File: config.mk
export PLATFORM = sky130hd
export DESIGN_NAME = avalon_rsa_dma
export DESIGN_NICKNAME = d
export VERILOG_FILES = /design/src/rtl/avalon_rsa_dma.sv
export SDC_FILE = /design/constraint.sdc
export NUM_CORES = 2
export LEC_CHECK = 0
export ABC_AREA = 1
export CORE_MARGIN = 5
export CORE_UTILIZATION = 57
export CTS_CLUSTER_SIZE = 10
export DETAILED_ROUTE_END_ITERATION = 10
export HOLD_SLACK_MARGIN = 0.05
export PLACE_DENSITY = 0.95
export SYNTH_ARGS = -nofsm -noshare
export SYNTH_HDL_FRONTEND = slang
export SYNTH_SLANG_ARGS = --single-unit
File: constraint.sdc
create_clock -name clk -period 44.5 [get_ports clk]
set_input_delay 4.45 -clock clk [delete_from_list [all_inputs] [get_ports clk]]
set_output_delay 4.45 -clock clk [all_outputs]
set_load 0.05 [all_outputs]
File: src/rtl/avalon_rsa_dma.sv
// avalon_rsa_dma: multi-block DMA front end for a byte-loaded RSA core.
// Software programs SRC_BASE, DST_BASE and NUM_BLOCKS through a 32-bit CSR
// slave and writes CTRL.start. The block reads N and E once, then for each
// message block it reads the message, byte-loads it, starts the core, waits
// for ready, unloads the result and writes it back over Avalon-MM.
// Ports:
//   clk, reset            single clock, asynchronous active-high reset
//   avs_s0_*              CSR slave (0 CTRL/STATUS, 1 SRC, 2 DST, 3 NUM_BLOCKS)
//   avm_m0_*              Avalon-MM master, DATA_W data, ADDR_W byte address
//   core_*                byte-wide load/unload/start/ready interface to core
//   irq                   done & irq_en
module avalon_rsa_dma #(
  parameter int DATA_W = 256,
  parameter int ADDR_W = 32,
  parameter int CNT_W  = 16,
  localparam int BYTES = DATA_W / 8,
  localparam int CA_W  = $clog2(BYTES)
) (
  input  logic              clk,
  input  logic              reset,
  input  logic [1:0]        avs_s0_address,
  input  logic              avs_s0_read,
  input  logic              avs_s0_write,
  input  logic [31:0]       avs_s0_writedata,
  output logic [31:0]       avs_s0_readdata,
  output logic              avs_s0_waitrequest,
  output logic [ADDR_W-1:0] avm_m0_address,
  output logic              avm_m0_read,
  output logic              avm_m0_write,
  input  logic              avm_m0_waitrequest,
  input  logic              avm_m0_readdatavalid,
  input  logic [DATA_W-1:0] avm_m0_readdata,
  output logic [DATA_W-1:0] avm_m0_writedata,
  output logic              core_we,
  output logic              core_oe,
  output logic              core_start,
  output logic [1:0]        core_reg_sel,
  output logic [CA_W-1:0]   core_addr,
  output logic [7:0]        core_data_i,
  input  logic [7:0]        core_data_o,
  input  logic              core_ready,
  output logic              irq
);

  localparam logic [ADDR_W-1:0] STEP      = ADDR_W'(BYTES);
  localparam logic [CA_W-1:0]   LAST_ADDR = CA_W'(BYTES - 1);
  localparam logic [CA_W:0]     U_LAST    = (CA_W+1)'(BYTES - 1);
  localparam logic [CA_W:0]     U_END     = (CA_W+1)'(BYTES);

  typedef enum logic [3:0] {
    IDLE, KEY_RD, KEY_LD, MSG_RD, MSG_LD, START, CALC, UNLOAD, WR, DONE
  } state_t;

  state_t            state;
  logic              busy, done, irq_en;
  logic [31:0]       src_base, dst_base;
  logic [CNT_W-1:0]  num_blocks, blk_cnt;
  logic [ADDR_W-1:0] rd_ptr, wr_ptr;   // next read / write address
  logic              key_sel;          // 0 = loading N, 1 = loading E
  logic              calc_hold;        // masks core_ready right after start
  logic [DATA_W-1:0] word;             // remaining bytes of the word being loaded
  logic [CA_W:0]     ucnt;             // unload cycle index 0..BYTES
  logic              start_req;

  assign avs_s0_waitrequest = 1'b0;
  assign irq = done & irq_en;
  assign start_req = avs_s0_write && (avs_s0_address == 2'd0) &&
                     avs_s0_writedata[0] && !busy;

  always_ff @(posedge clk or posedge reset) begin
    if (reset) begin
      state            <= IDLE;
      busy             <= 1'b0;
      done             <= 1'b0;
      irq_en           <= 1'b0;
      src_base         <= '0;
      dst_base         <= '0;
      num_blocks       <= '0;
      blk_cnt          <= '0;
      rd_ptr           <= '0;
      wr_ptr           <= '0;
      key_sel          <= 1'b0;
      calc_hold        <= 1'b0;
      word             <= '0;
      ucnt             <= '0;
      avs_s0_readdata  <= '0;
      avm_m0_address   <= '0;
      avm_m0_read      <= 1'b0;
      avm_m0_write     <= 1'b0;
      avm_m0_writedata <= '0;
      core_we          <= 1'b0;
      core_oe          <= 1'b0;
      core_start       <= 1'b0;
      core_reg_sel     <= '0;
      core_addr        <= '0;
      core_data_i      <= '0;
    end else begin
      if (avs_s0_read) begin
        case (avs_s0_address)
          2'd0:    avs_s0_readdata <= {29'b0, irq_en, done, busy};
          2'd1:    avs_s0_readdata <= src_base;
          2'd2:    avs_s0_readdata <= dst_base;
          default: avs_s0_readdata <= 32'(num_blocks);
        endcase
      end
      if (avs_s0_write) begin
        case (avs_s0_address)
          2'd0: begin
            irq_en <= avs_s0_writedata[2];
            if (avs_s0_writedata[1]) done <= 1'b0;
          end
          2'd1:    if (!busy) src_base <= avs_s0_writedata;
          2'd2:    if (!busy) dst_base <= avs_s0_writedata;
          default: if (!busy) num_blocks <= avs_s0_writedata[CNT_W-1:0];
        endcase
      end

      case (state)
        IDLE: if (start_req) begin
          busy    <= 1'b1;
          blk_cnt <= '0;
          key_sel <= 1'b0;
          wr_ptr  <= ADDR_W'(dst_base);
          if (num_blocks == '0) begin
            state <= DONE;
          end else begin
            state          <= KEY_RD;
            avm_m0_read    <= 1'b1;
            avm_m0_address <= ADDR_W'(src_base);
            rd_ptr         <= ADDR_W'(src_base) + STEP;
          end
        end
        KEY_RD, MSG_RD: begin
          if (avm_m0_read && !avm_m0_waitrequest) avm_m0_read <= 1'b0;
          // Data can only belong to our read once the request has been accepted.
          if (avm_m0_readdatavalid && !avm_m0_read) begin
            core_we      <= 1'b1;
            core_addr    <= '0;
            core_data_i  <= avm_m0_readdata[7:0];
            word         <= avm_m0_readdata >> 8;
            core_reg_sel <= (state == MSG_RD) ? 2'b01 : (key_sel ? 2'b11 : 2'b10);
            state        <= (state == KEY_RD) ? KEY_LD : MSG_LD;
          end
        end
        KEY_LD, MSG_LD: begin
          if (core_addr == LAST_ADDR) begin
            core_we <= 1'b0;
            if (state == MSG_LD) begin
              state      <= START;
              core_start <= 1'b1;
            end else begin
              // Reads are sequential from SRC_BASE: N, E, then the messages.
              key_sel        <= 1'b1;
              state          <= key_sel ? MSG_RD : KEY_RD;
              avm_m0_read    <= 1'b1;
              avm_m0_address <= rd_ptr;
              rd_ptr         <= rd_ptr + STEP;
            end
          end else begin
            core_addr   <= core_addr + 1'b1;
            core_data_i <= word[7:0];
            word        <= word >> 8;
          end
        end
        START: begin
          core_start <= 1'b0;
          calc_hold  <= 1'b1;
          state      <= CALC;
        end
        CALC: begin
          if (calc_hold) begin
            calc_hold <= 1'b0;
          end else if (core_ready) begin
            state     <= UNLOAD;
            core_oe   <= 1'b1;
            core_addr <= '0;
            ucnt      <= '0;
          end
        end
        UNLOAD: begin
          ucnt <= ucnt + 1'b1;
          // One-cycle read latency: byte k arrives while addr k+1 is presented.
          if (ucnt != '0)
            avm_m0_writedata <= {core_data_o, avm_m0_writedata[DATA_W-1:8]};
          if (ucnt == U_LAST) core_oe <= 1'b0;
          else if (core_oe)   core_addr <= core_addr + 1'b1;
          if (ucnt == U_END) begin
            state          <= WR;
            avm_m0_write   <= 1'b1;
            avm_m0_address <= wr_ptr;
          end
        end
        WR: if (!avm_m0_waitrequest) begin
          avm_m0_write <= 1'b0;
          wr_ptr       <= wr_ptr + STEP;
          blk_cnt      <= blk_cnt + 1'b1;
          if (blk_cnt == num_blocks - 1'b1) begin
            state <= DONE;
          end else begin
            state          <= MSG_RD;
            avm_m0_read    <= 1'b1;
            avm_m0_address <= rd_ptr;
            rd_ptr         <= rd_ptr + STEP;
          end
        end
        DONE: begin
          done  <= 1'b1;
          busy  <= 1'b0;
          state <= IDLE;
        end
        default: state <= IDLE;
      endcase
    end
  end

endmodule
==> metrics.md <==
| Metric | Value |
|---|---|
| Core Util, Final | 72.3% |
| Router iterations before antenna repair | 9 |
| GRT overflow | 0 |
| Clock Tree Buf Depth | 3 |
| Fin. max-slew vios | 0 |
| Synth Area per Inst | 9.25 um^2 |
| Skew final | roughly 27 ps |
| Clk pin slew, worst setup/hold paths | 60 ps |
| Fmax achieved | 0.128 GHz |
| CTS HTree Levels | 3 |
| Status | complete, but fails checks |
| RD Place Congestion | 0.944 |
| Net Sw Frac | 45.8% |
| Sequential share of power | between 30 and 40% |
| Kind of critical path | in2reg |
| Starting density of the core | 57.3% |
| R2R Path End | word[82]$_DFFE_PP0P_ |
| Total setup buffers inserted after CTS | 0 |
| First-pass GRT wire length | 179,000 um |
| CTS Root Cell | clkbuf_16 |
| Number of setup violations in the final report | 0 |
| Dominant synthesized flop cell | dfrtp_1 |
| CP Launch Type | input port |
| Critical Path RT | 45,010 ps |
| Post-CTS Hold Fix Bufs | 0 |
| Ports | between 600 and 700 |
| Tightest Pin Transition | 1240 ps |
| DR vias | 30,800 |
| Max-cap violation count | 0 |
| Clock Latency Late Sink | around 640 ps |
| # rows | 91 |
| Setup WS post-layout | 36,680 ps |
| DP HPWL | roughly 82,000 um |
| RSZ-0062 raised after global routing | false |
| Arrival @ worst endpoint | 8330 ps |
| Die W | 258 um |
| Port buffer count | 645 |
| Vias in the first global route | 30,500 |
| Post-synthesis sequential area ratio | a little over half |
| Cell count after synthesis | 3,800 |
| Logic gate share of total power | 46.8% |
| Clock power share | 19.4% |
| Hold path startpoint | rd_ptr[21]$_DFFE_PP0P_ |
| GRT Total Usage | between 30 and 40% |
| Sw Pwr | around 1.5 mW |
| Drt drc | 1 |
| Final worst-path cycle share | 17.6% |
| ANT nets after route | 0 |
| Warning count from the yosys run | 0 |
| Final TNS setup | 0 ps |
| Initial antenna violation count | 24 |
| Share of cells above drive strength 1 | a little under a tenth |
| Post-Syn Nets | 4,113 |
| Cell internal pwr | 1.80 mW |
| Post-synth EDFFs | 0 |
| Critical Path Fanout Max | ~130 |
| Post-CTS sizing | 0 |
| Synthesized area | 35,200 um^2 |
| WL final | 118,000 um |
| Pre-CTS WS | 36,300 ps |
| # clock sinks | 763 |
| R2R cell count | 11 |
| CTS tree | built |
| Maximum VDD drop | ~75 uV |
| Vias/cell | 5.95 |
| LEAKAGE | about 20 nW |
| Power Density | 75.1 nW/um^2 |
| Hold endpoint | rd_ptr[21]$_DFFE_PP0P_ |
| Crit. End Element | register |
| Initial DRC count | 3,864 |
| R2R setup slack | 38,730 ps |
| Hold depth | 2 |
| Synth Register Bits | 763 |
| Final hold violation count | 0 |
| Wirelength per Cell | 22.7 um |
| Die height | 258 um |
| Core region area | 61,400 um^2 |
| Area growth from synthesis to layout | 26.1% |
| Worst slew margin | 17.4% |
| Violated checks | DRC |
| Final worst path period need | about 8000 ps |
| Nets@finish | between 4,000 and 5,000 |
| Largest net degree at the start of global routing | roughly 180 |
| HP Class | reg2reg |
| Die area | 66,700 um^2 |
| Synth async-reset ratio | 100% |
| Distinct cells, synth | 51 |
| Num CTS Buffers | 88 |
| FF-to-FF Start | state[2]$_DFFE_PP0P_ |
-- worst max-delay path, stage by stage --
cell             delay, ps
clkdlybuf4s50_1        620
nand2_1                 80
nand2_1                130
nand2_1                130
a21oi_4                580
buf_4                  800
buf_4                  950
o211ai_1               250
o21ai_0                190
-- metrics by stage --
| step | std cells | power [mW] | hold WS (ps) | cell area, um^2 |
|---|---|---|---|---|
| 3_3_place_gp | 5040 | 2.57 | 454 | 41900 |
| 6_report | 5174 | 3.33 | 474 | 44300 |
| 3_5_place_dp | 5040 | 2.63 | 461 | 41900 |
| 5_1_grt | 5165 | 3.52 | 488 | 44300 |
| 4_1_cts | 5149 | 3.31 | 474 | 44300 |
| 2_1_floorplan | 3800 | 2.19 | 442 | 35200 |
-- sequential cells by signal (all words and copies together), names as in the netlist, 2 cells and up --
register          flops
avs_s0_readdata      32
blk_cnt              16
rd_ptr               32
ucnt                  6
num_blocks           16
core_addr             5
avm_m0_address       32
dst_base             32
src_base             32
core_data_i           8
state                 4
wr_ptr               32
avm_m0_writedata    256
word                248
core_reg_sel          2
-- synthesized netlist by cell type (2+ instances only) --
cell type | instances | area, um^2
nand2_1 | 840 | 3150
dfrtp_1 | 763 | 19100
inv_1 | 435 | 1630
o21ai_0 | 434 | 2170
o211ai_1 | 266 | 2000
mux2_2 | 240 | 2700
nor2_1 | 153 | 574
nand3_1 | 133 | 666
clkbuf_1 | 121 | 454
buf_2 | 63 | 315
a21oi_1 | 43 | 215
nand4_1 | 39 | 244
xor2_1 | 28 | 245
nor3_1 | 24 | 120
buf_4 | 22 | 165
nand2_2 | 19 | 119
o22ai_1 | 19 | 119
a31oi_1 | 18 | 113
buf_1 | 14 | 52.6
o221ai_1 | 14 | 123
xnor2_1 | 14 | 123
nor2_2 | 10 | 62.6
nor4_1 | 9 | 56.3
o21a_1 | 9 | 67.6
a221oi_1 | 8 | 70.1
ha_1 | 8 | 100
inv_2 | 6 | 22.5
o21ai_1 | 6 | 30.0
a22oi_1 | 5 | 37.5
clkinv_1 | 4 | 15.0
o31ai_1 | 3 | 22.5
or2_2 | 3 | 18.8
a211oi_1 | 2 | 15.0
and3_1 | 2 | 12.5
nand3_2 | 2 | 20.0
nand3b_1 | 2 | 15.0
nor2_4 | 2 | 22.5
nor3_2 | 2 | 20.0
nor3b_1 | 2 | 15.0
o21bai_1 | 2 | 15.0
-- cell type report --
type | count | area (um^2)
clock inverter | 8 | 156
multi-input combinational | 2370 | 13400
antenna | 25 | 62.6
sequential | 763 | 19100
clock buffer | 101 | 2260
tap | 790 | 988
inverter | 445 | 1680
timing repair buffer | 672 | 6680
fill | 3992 | 17000
-- power by group through the flow --
stage                     clock (mW)  combinational, mW  sequential (mW)
after floorplan                    0              0.883             1.30
after global routing           0.680               1.69             1.14
after CTS                      0.650               1.54             1.12
final                          0.648               1.56             1.12
after global placement             0               1.46             1.11
after detailed placement           0               1.51             1.12
-- logic make-up (layout without fill, tap and decap cells) --
kind of cell | after synthesis | in the layout | share of synthesized area [%]
other cells | 1 | 26 | 0.0107
buf+inv | 667 | 1226 | 7.63
fa+ha+maj | 8 | 8 | 0.285
simple gates | 1244 | 1244 | 14.6
mux | 240 | 240 | 7.69
compound gates | 835 | 835 | 14.4
flops | 763 | 763 | 54.3
xor+xnor | 42 | 42 | 1.05
-- how the worst max path moves through the flow --
stage	cells after the start	slack (ps)	end	start
after floorplan	1	18630	avm_m0_address[0]$_DFFE_PP0P_	reset
after global placement	9	36450	word[79]$_DFFE_PP0P_	avm_m0_readdatavalid
after detailed placement	9	36300	word[41]$_DFFE_PP0P_	avm_m0_readdatavalid
after CTS	9	36890	word[82]$_DFFE_PP0P_	avm_m0_readdatavalid
after global routing	9	36450	word[46]$_DFFE_PP0P_	avm_m0_readdatavalid
final	9	36680	word[82]$_DFFE_PP0P_	avm_m0_readdatavalid
-- placed cells by master, fill, tap and decap left out, types with 10 or more instances in the layout --
master and instances:
nand2_1 839, dfrtp_1 763, clkdlybuf4s50_1 645, inv_1 434, o21ai_0 434, o211ai_1 266
mux2_2 240, nor2_1 153, nand3_1 133, clkbuf_16 88, a21oi_1 43, nand4_1 39
xor2_1 28, diode_2 25, buf_4 25, nor3_1 24, o22ai_1 19, nand2_2 18
a31oi_1 18, xnor2_1 14, o221ai_1 14, clkbuf_1 12, nor2_2 10
-- routing by layer --
layer  routed length (um)  up-vias  GRT usage (%)
li1                     -    13700              -
met5                   91        -              0
met3                12500      486           9.62
met1                42200    14700           42.0
met2                54300     1832           53.7
met4                 8430       14           20.2
(Power assumes the default switching activity.)
